`src/rtl/voice_osc.sv`:
```
// Tone voice stage: square wave at period cyc with an exponentially decaying
// envelope, retriggered by attack. The output sample is signed 16-bit.
module voice_osc #(
    parameter logic [14:0] PEAK        = 15'h7FFF,
    parameter int          DECAY_DIV   = 4096,
    parameter int          DECAY_SHIFT = 4
) (
    input  logic               clk,
    input  logic               rst_n,
    input  logic [15:0]        cyc,
    input  logic               attack,
    output logic signed [15:0] sample,
    output logic               active
);

    localparam int DIV_W = (DECAY_DIV > 1) ? $clog2(DECAY_DIV) : 1;
    localparam logic [DIV_W-1:0] DIV_LAST = DIV_W'(DECAY_DIV - 1);

    typedef enum logic [1:0] {
        IDLE = 2'd0,
        PLAY = 2'd1,
        REST = 2'd2
    } state_t;

    state_t             state_reg, state_next;
    logic [15:0]        per_q_reg, per_q_next;
    logic [15:0]        cnt_reg, cnt_next;
    logic [14:0]        amp_reg, amp_next;
    logic [DIV_W-1:0]   div_reg, div_next;
    logic [15:0]        sample_reg, sample_next;
    logic               active_reg, active_next;

    logic               phase_high;
    logic               div_wrap;
    logic [14:0]        step;

    // State register; reset acts immediately, even in the middle of a note.
    always_ff @(posedge clk or negedge rst_n) begin
        if (!rst_n) begin
            state_reg  <= IDLE;
            per_q_reg  <= 16'd0;
            cnt_reg    <= 16'd0;
            amp_reg    <= 15'd0;
            div_reg    <= '0;
            sample_reg <= 16'd0;
            active_reg <= 1'b0;
        end else begin
            state_reg  <= state_next;
            per_q_reg  <= per_q_next;
            cnt_reg    <= cnt_next;
            amp_reg    <= amp_next;
            div_reg    <= div_next;
            sample_reg <= sample_next;
            active_reg <= active_next;
        end
    end

    // Next-state: attack overrides everything; otherwise only PLAY evolves.
    always_comb begin
        state_next = state_reg;
        per_q_next = per_q_reg;
        cnt_next   = cnt_reg;
        amp_next   = amp_reg;
        div_next   = div_reg;

        phase_high = (cnt_reg < (per_q_reg >> 1));
        div_wrap   = (div_reg == DIV_LAST);
        // Small amplitudes would shift to zero; force at least one LSB so
        // the envelope always reaches silence.
        step       = amp_reg >> DECAY_SHIFT;
        if (step == 15'd0) begin
            step = 15'd1;
        end

        if (attack) begin
            per_q_next = cyc;
            cnt_next   = 16'd0;
            div_next   = '0;
            if (cyc >= 16'd2) begin
                amp_next   = PEAK;
                state_next = PLAY;
            end else begin
                amp_next   = 15'd0;
                state_next = REST;
            end
        end else if (state_reg == PLAY) begin
            if (cnt_reg == per_q_reg - 16'd1) begin
                cnt_next = 16'd0;
            end else begin
                cnt_next = cnt_reg + 16'd1;
            end
            if (div_wrap) begin
                div_next = '0;
                if (amp_reg <= step) begin
                    amp_next   = 15'd0;
                    state_next = IDLE;
                    cnt_next   = 16'd0;
                end else begin
                    amp_next = amp_reg - step;
                end
            end else begin
                div_next = div_reg + DIV_W'(1);
            end
        end
    end

    // Output sample and active flag, registered from the current-cycle state.
    always_comb begin
        sample_next = 16'd0;
        active_next = (state_reg == PLAY);
        if (state_reg == PLAY) begin
            if (phase_high) begin
                sample_next = {1'b0, amp_reg};
            end else begin
                sample_next = 16'd0 - {1'b0, amp_reg};
            end
        end
    end

    assign sample = $signed(sample_reg);
    assign active = active_reg;

endmodule

```
`config.mk`:
```
export PLATFORM = sky130hd
export DESIGN_NAME = voice_osc
export DESIGN_NICKNAME = d
export VERILOG_FILES = /design/src/rtl/voice_osc.sv
export SDC_FILE = /design/constraint.sdc
export NUM_CORES = 1
export LEC_CHECK = 0
export CAP_MARGIN = 20
export CORE_MARGIN = 2
export CORE_UTILIZATION = 54
export CTS_CLUSTER_DIAMETER = 150
export DETAILED_ROUTE_END_ITERATION = 8
export HOLD_SLACK_MARGIN = 0.08
export PLACE_DENSITY_LB_ADDON = 0.1
export SETUP_SLACK_MARGIN = 0.15
export SYNTH_ARGS = -nofsm -noshare
export SYNTH_HDL_FRONTEND = slang
export SYNTH_SLANG_ARGS = --single-unit
```
`constraint.sdc`:
```
create_clock -name clk -period 3 [get_ports clk]
set_clock_uncertainty 0.05 [all_clocks]
set_input_delay 0.45 -clock clk [delete_from_list [all_inputs] [get_ports clk]]
set_output_delay 0.45 -clock clk [all_outputs]
set_load 0.02 [all_outputs]
```
==> results.ini, run 1 <==
[placement]
port_buffers=35
dp.cells=779
post_dp_cell_area_sq_mm=0.00591
hpwlAfterDp_mm=10.2
gp_congestion=0.931

[worst_setup_path]
cpPeakStageDelay_ns=0.63
regToRegSetupSlack_ns=0.03
endpoint_kind=flip-flop
critPathTopFamily=simple AND/OR/NAND/NOR gates
cp_slowest_cell=or4_4
cp_common_cell=or4_4
crit_path_cell_trace=inv_1 > ha_4 > nor3b_4 > xnor2_1 > nor3_1 > nand3_1 > or4_4 > or4_4 > a221oi_2 > o31ai_1
reg2reg_from=per_q_reg[0]$_DFFE_PN0P_
crit_arrival_ns=3.14
crit_fanout=6
critPathKind=reg -> reg
start_kind=flip-flop
path_buf_inv=1
worstPathRequired_ns=3.17
critPathLaunch=per_q_reg[0]$_DFFE_PN0P_
reg2reg_depth=10
rr_endpoint=cnt_reg[8]$_DFFE_PN0P_

[timing]
max_freq_mhz=337
report.final.slew_viol_count=0
setup_violations=0
tightest_slew_ns=1.07
max_slew_margin=0.284
hold_viol=0
rsz0062_at_grt=true
fin_crit_sh=0.990
fin_crit_ns=2.97

[min_path]
hold_class=in -> async

[layout]
mostFrequentLayoutCells=dfrtp_1, nand2_1, nor2_1
drive_above_1_share=0.179
fin_nets=727
finalCoreUtilization=0.692
stdcell_area_sq_mm=0.00643
fin_cells=811
area.growth.synth_to_final_pct=23.9
mostFrequentLayoutCell=dfrtp_1
diodes=0

[logic_synthesis]
synth.distinct_cells=57
synth_area_sq_mm=0.00519
synth-seq-cells=78
syn_inst=604
ys.flop_type=dfrtp_1
yosysWarnings=0
syn_avg_cell_area_sq_um=8.59
synth_top_area_frac=0.376
syn-num-nets=653
synth.largest_area_cell=dfrtp_1
synth_edf_count=0
yosysSeqAreaShare=0.376
ys_top_cells_by_area=dfrtp_1, ha_1, xnor2_1
synth_async_sr_flop_share=1.00

[pwr]
powerDensity_mw_per_mm2=560
leakage_nw=2.79
peakVddDrop_uv=404

[clocking]
clkSinkCount=78
cts_tree=yes
cts.path.max_buffers=2
clk_latency_ns=0.35
numCtsBuffers=9
clockRootBuffer=clkbuf_8
htree_levels=3
clk_pin_slew_ns=0.09

[detailed_routing]
wirelength_mm=14.2
viasPerCell=5.91
drc=0
top_layer=met4
post_drt_wl_per_cell_microns=17.5
wl_met2_mm=7.08
via_count=4795
wl_met3_microns=657
drtIter0Drc=176
ant_nets=0
first_pass_iters=7
wl_met1_mm=5.86

[floorplanning]
core_sq_mm=0.00928
rows=35
num_io_pins=36
fp.dieW_microns=102
initial_core_util=0.559
die-area_sq_mm=0.0104
die_h_microns=102

[global_routing]
grt_max_degree=79
antenna_found_initial=0
grt_pass1_vias=4759
grt_pass1_wl_mm=23.0
grt-ovfl-total=0
grtUsageTotal=0.284

[job]
cap_violations=0

[status]
outcome=finished clean

-- stage by stage --
step	setup TNS [ns]	total power, mW	worst slack (ns)	hold WS, ns
after floorplan	0	2.07	0.196	0.104
after global placement	0	2.49	0.0582	0.437
after detailed placement	-0.0117	2.52	-0.00806	0.449
after CTS	0	3.49	0.0986	0.245
after global routing	-0.480	3.80	-0.107	0.426
final	0	3.60	0.0314	0.420
-- area by class of cell --
cell class	instances	area [sq um]
Inverter	33	124
Tap cell	129	161
Timing Repair Buffer	89	788
Sequential cell	78	1960
Clock inverter	4	70.1
Fill cell	776	2860
Clock buffer	11	151
Multi-Input combinational cell	467	3170
-- synth_stat cells, drive strengths merged (11+ instances only) --
library cell / instances
dfrtp: 78
nand2: 70
nor2: 56
o21ai: 40
xnor2: 35
inv: 33
a21oi: 32
ha: 29
nor3: 24
clkbuf: 21
nand3: 17
nand4: 14
nor4: 14
a221oi: 11
or3: 11
xor2: 11
-- worst max-delay path by stage --
stage / slack, ns / to / cells past startpoint
final: 0.03 / cnt_reg[8]$_DFFE_PN0P_ / 10
after floorplan: 0.20 / amp_reg[14]$_DFFE_PN0P_ / 13
after detailed placement: -0.008 / amp_reg[14]$_DFFE_PN0P_ / 12
after CTS: 0.1 / amp_reg[14]$_DFFE_PN0P_ / 12
after global placement: 0.06 / amp_reg[14]$_DFFE_PN0P_ / 12
after global routing: -0.11 / cnt_reg[8]$_DFFE_PN0P_ / 8
-- layer usage --
metal,vias up,global-route usage
li1,2302,-
met1,2304,0.346
met2,148,0.492
met3,41,0.0472
met4,0,0.129
met5,-,0
-- repair_timing --
item,in CTS,in global routing
pin swaps,4,11
endpoints found under the setup margin,14,21
cloned,0,1
hold buffers,0,1
gates resized for setup,12,24
setup buffers,5,9
endpoints found under the hold margin,0,10
-- cells by family after synthesis --
kind of cell,share of synthesized area
buf+inv,0.0461
fa+ha+maj,0.0738
xor+xnor,0.0776
mux,0.0137
compound gates,0.179
simple gates,0.233
flops,0.376
-- where the power goes --
| group | leakage (nW) | internal [mW] | switching [mW] |
|---|---|---|---|
| logic | 1.72 | 0.637 | 0.752 |
| registers | 0.952 | 1.17 | 0.122 |
| clock network | 0.115 | 0.508 | 0.407 |
| total | 2.79 | 2.32 | 1.28 |
-- worst reg2reg max path, stage by stage (launching register included) --
cell and delay, ns:
dfrtp_1 0.41, inv_1 0.12, ha_4 0.16, nor3b_4 0.20, xnor2_1 0.09, nor3_1 0.15, nand3_1 0.10, or4_4 0.57
or4_4 0.63, a221oi_2 0.26, o31ai_1 0.10
Note: power is estimated with default switching activity, not from simulation.
==> inputs of run 2 (changes only) <==
--- a/config.mk
+++ b/config.mk
@@ -7,7 +7,8 @@
 export LEC_CHECK = 0
 export CAP_MARGIN = 20
 export CORE_MARGIN = 2
-export CORE_UTILIZATION = 54
+export CORE_UTILIZATION = 56
+export CTS_BUF_LIST = sky130_fd_sc_hd__clkbuf_4
 export CTS_CLUSTER_DIAMETER = 150
 export DETAILED_ROUTE_END_ITERATION = 8
 export HOLD_SLACK_MARGIN = 0.08
==> results.ini, run 2 (synthesis results as in run 1) <==
[status]
outcome=finished clean

[clocking]
clk_pin_slew_ns=0.13
htree_levels=3
cts.path.max_buffers=2
clockRootBuffer=clkbuf_4
clk_latency_ns=0.45
cts_tree=yes
numCtsBuffers=9
clkSinkCount=78

[global_routing]
grt_pass1_wl_mm=23.2
grtUsageTotal=0.291
grt_pass1_vias=4877
antenna_found_initial=0
grt-ovfl-total=0
grt_max_degree=79

[placement]
post_dp_cell_area_sq_mm=0.00595
dp.cells=768
port_buffers=35
hpwlAfterDp_mm=9.85
place_ws_ns=0.0196
gp_congestion=0.980

[worst_setup_path]
start_kind=flip-flop
crit_arrival_ns=3.24
endpoint_kind=flip-flop
worstPathRequired_ns=3.27
crit_fanout=6
critPathKind=reg -> reg

[job]
cap_violations=0

[pwr]
powerDensity_mw_per_mm2=529
p_sw_frac=0.392
power_mw=3.45
internal_power_mw=2.09
p_seq_frac=0.373
peakVddDrop_uv=485
leakage_nw=2.84
combinationalPowerShare=0.459
power_switching_mw=1.35
clock_power_share=0.168

[timing]
fin_tns_setup_ns=0
hold_viol=0
whs_ns=0.428
max_freq_mhz=336
tightest_slew_ns=1.16
setup_violations=0
fin_crit_sh=0.991
report.final.slew_viol_count=0
fin_crit_ns=2.97
rsz0062_at_grt=true
max_slew_margin=0.228
finalWorstSetupSlack_ns=0.0267

[floorplanning]
core_sq_mm=0.00911
die_h_microns=100
rows=35
die-area_sq_mm=0.0101
initial_core_util=0.570
num_io_pins=36
fp.dieW_microns=100

[detailed_routing]
ant_nets=0
post_drt_wl_per_cell_microns=18.1
drtIter0Drc=225
drc=0
viasPerCell=6.16
via_count=4974
first_pass_iters=4
wirelength_mm=14.6

[layout]
finalCoreUtilization=0.715
fin_nets=741
stdcell_area_sq_mm=0.00651
area.growth.synth_to_final_pct=25.5
drive_above_1_share=0.217
fillers=691
mostFrequentLayoutCells=dfrtp_1, nand2_1, buf_4
diodes=0
fin_cells=808
mostFrequentLayoutCell=dfrtp_1

[min_path]
hold_class=in -> async

-- run 2: power by group through the flow --
stage / logic, mW / clock network [mW] / registers [mW]
floorplan: 0.725 / 0 / 1.34
global placement: 1.21 / 0 / 1.30
detailed placement: 1.23 / 0 / 1.30
CTS: 1.33 / 0.591 / 1.28
global route: 1.71 / 0.620 / 1.30
finish: 1.58 / 0.578 / 1.29
-- run 2: worst paths after layout --
check                                         start                  endpoint  slack [ns]  cells past startpoint
setup / recovery           per_q_reg[2]$_DFFE_PN0P_   cnt_reg[11]$_DFFE_PN0P_        0.03                      8
hold / removal                                rst_n  per_q_reg[8]$_DFFE_PN0P_        0.43                      2
setup reg to reg           per_q_reg[2]$_DFFE_PN0P_   cnt_reg[11]$_DFFE_PN0P_        0.03                      8
hold reg to reg            state_reg[1]$_DFFE_PN0P_  state_reg[1]$_DFFE_PN0P_        0.48                      2
max in group asynchronous                     rst_n   div_reg[11]$_DFFE_PN0P_        1.88                      3
min in group clk           state_reg[1]$_DFFE_PN0P_  state_reg[1]$_DFFE_PN0P_        0.48                      2
-- run 2: worst max-delay path: stages (launching register included) --
cell	delay, ns
dfrtp_2	0.48
nor4_4	0.36
buf_4	0.19
nand4_1	0.15
nor4b_1	0.48
a21oi_2	0.14
or4_4	0.63
a221oi_2	0.28
o31ai_2	0.10
-- run 2: layout make-up --
type,count,area [sq um],share of cell area
multi-input combinational,467,3280,0.503
sequential,78,1960,0.300
timing repair buffer,103,906,0.139
tap,111,139,0.0213
inverter,33,124,0.0190
clock buffer,10,75.1,0.0115
clock inverter,6,37.5,0.00576
-- run 2: timing repair --
action / CTS / global route
pin swaps: 10 / 11
resized for setup: 16 / 42
hold buffers: 0 / 1
setup endpoints to repair: 13 / 18
hold endpoints to repair: 0 / 33
buffers inserted: 8 / 12
cloned: 1 / 0
-- run 2: routing by layer --
metal	vias up	GRT usage	routed length, microns
met5	-	0	0
li1	2341	-	-
met1	2398	0.354	5690
met4	0	0.130	477
met2	185	0.506	7560
met3	50	0.0467	857
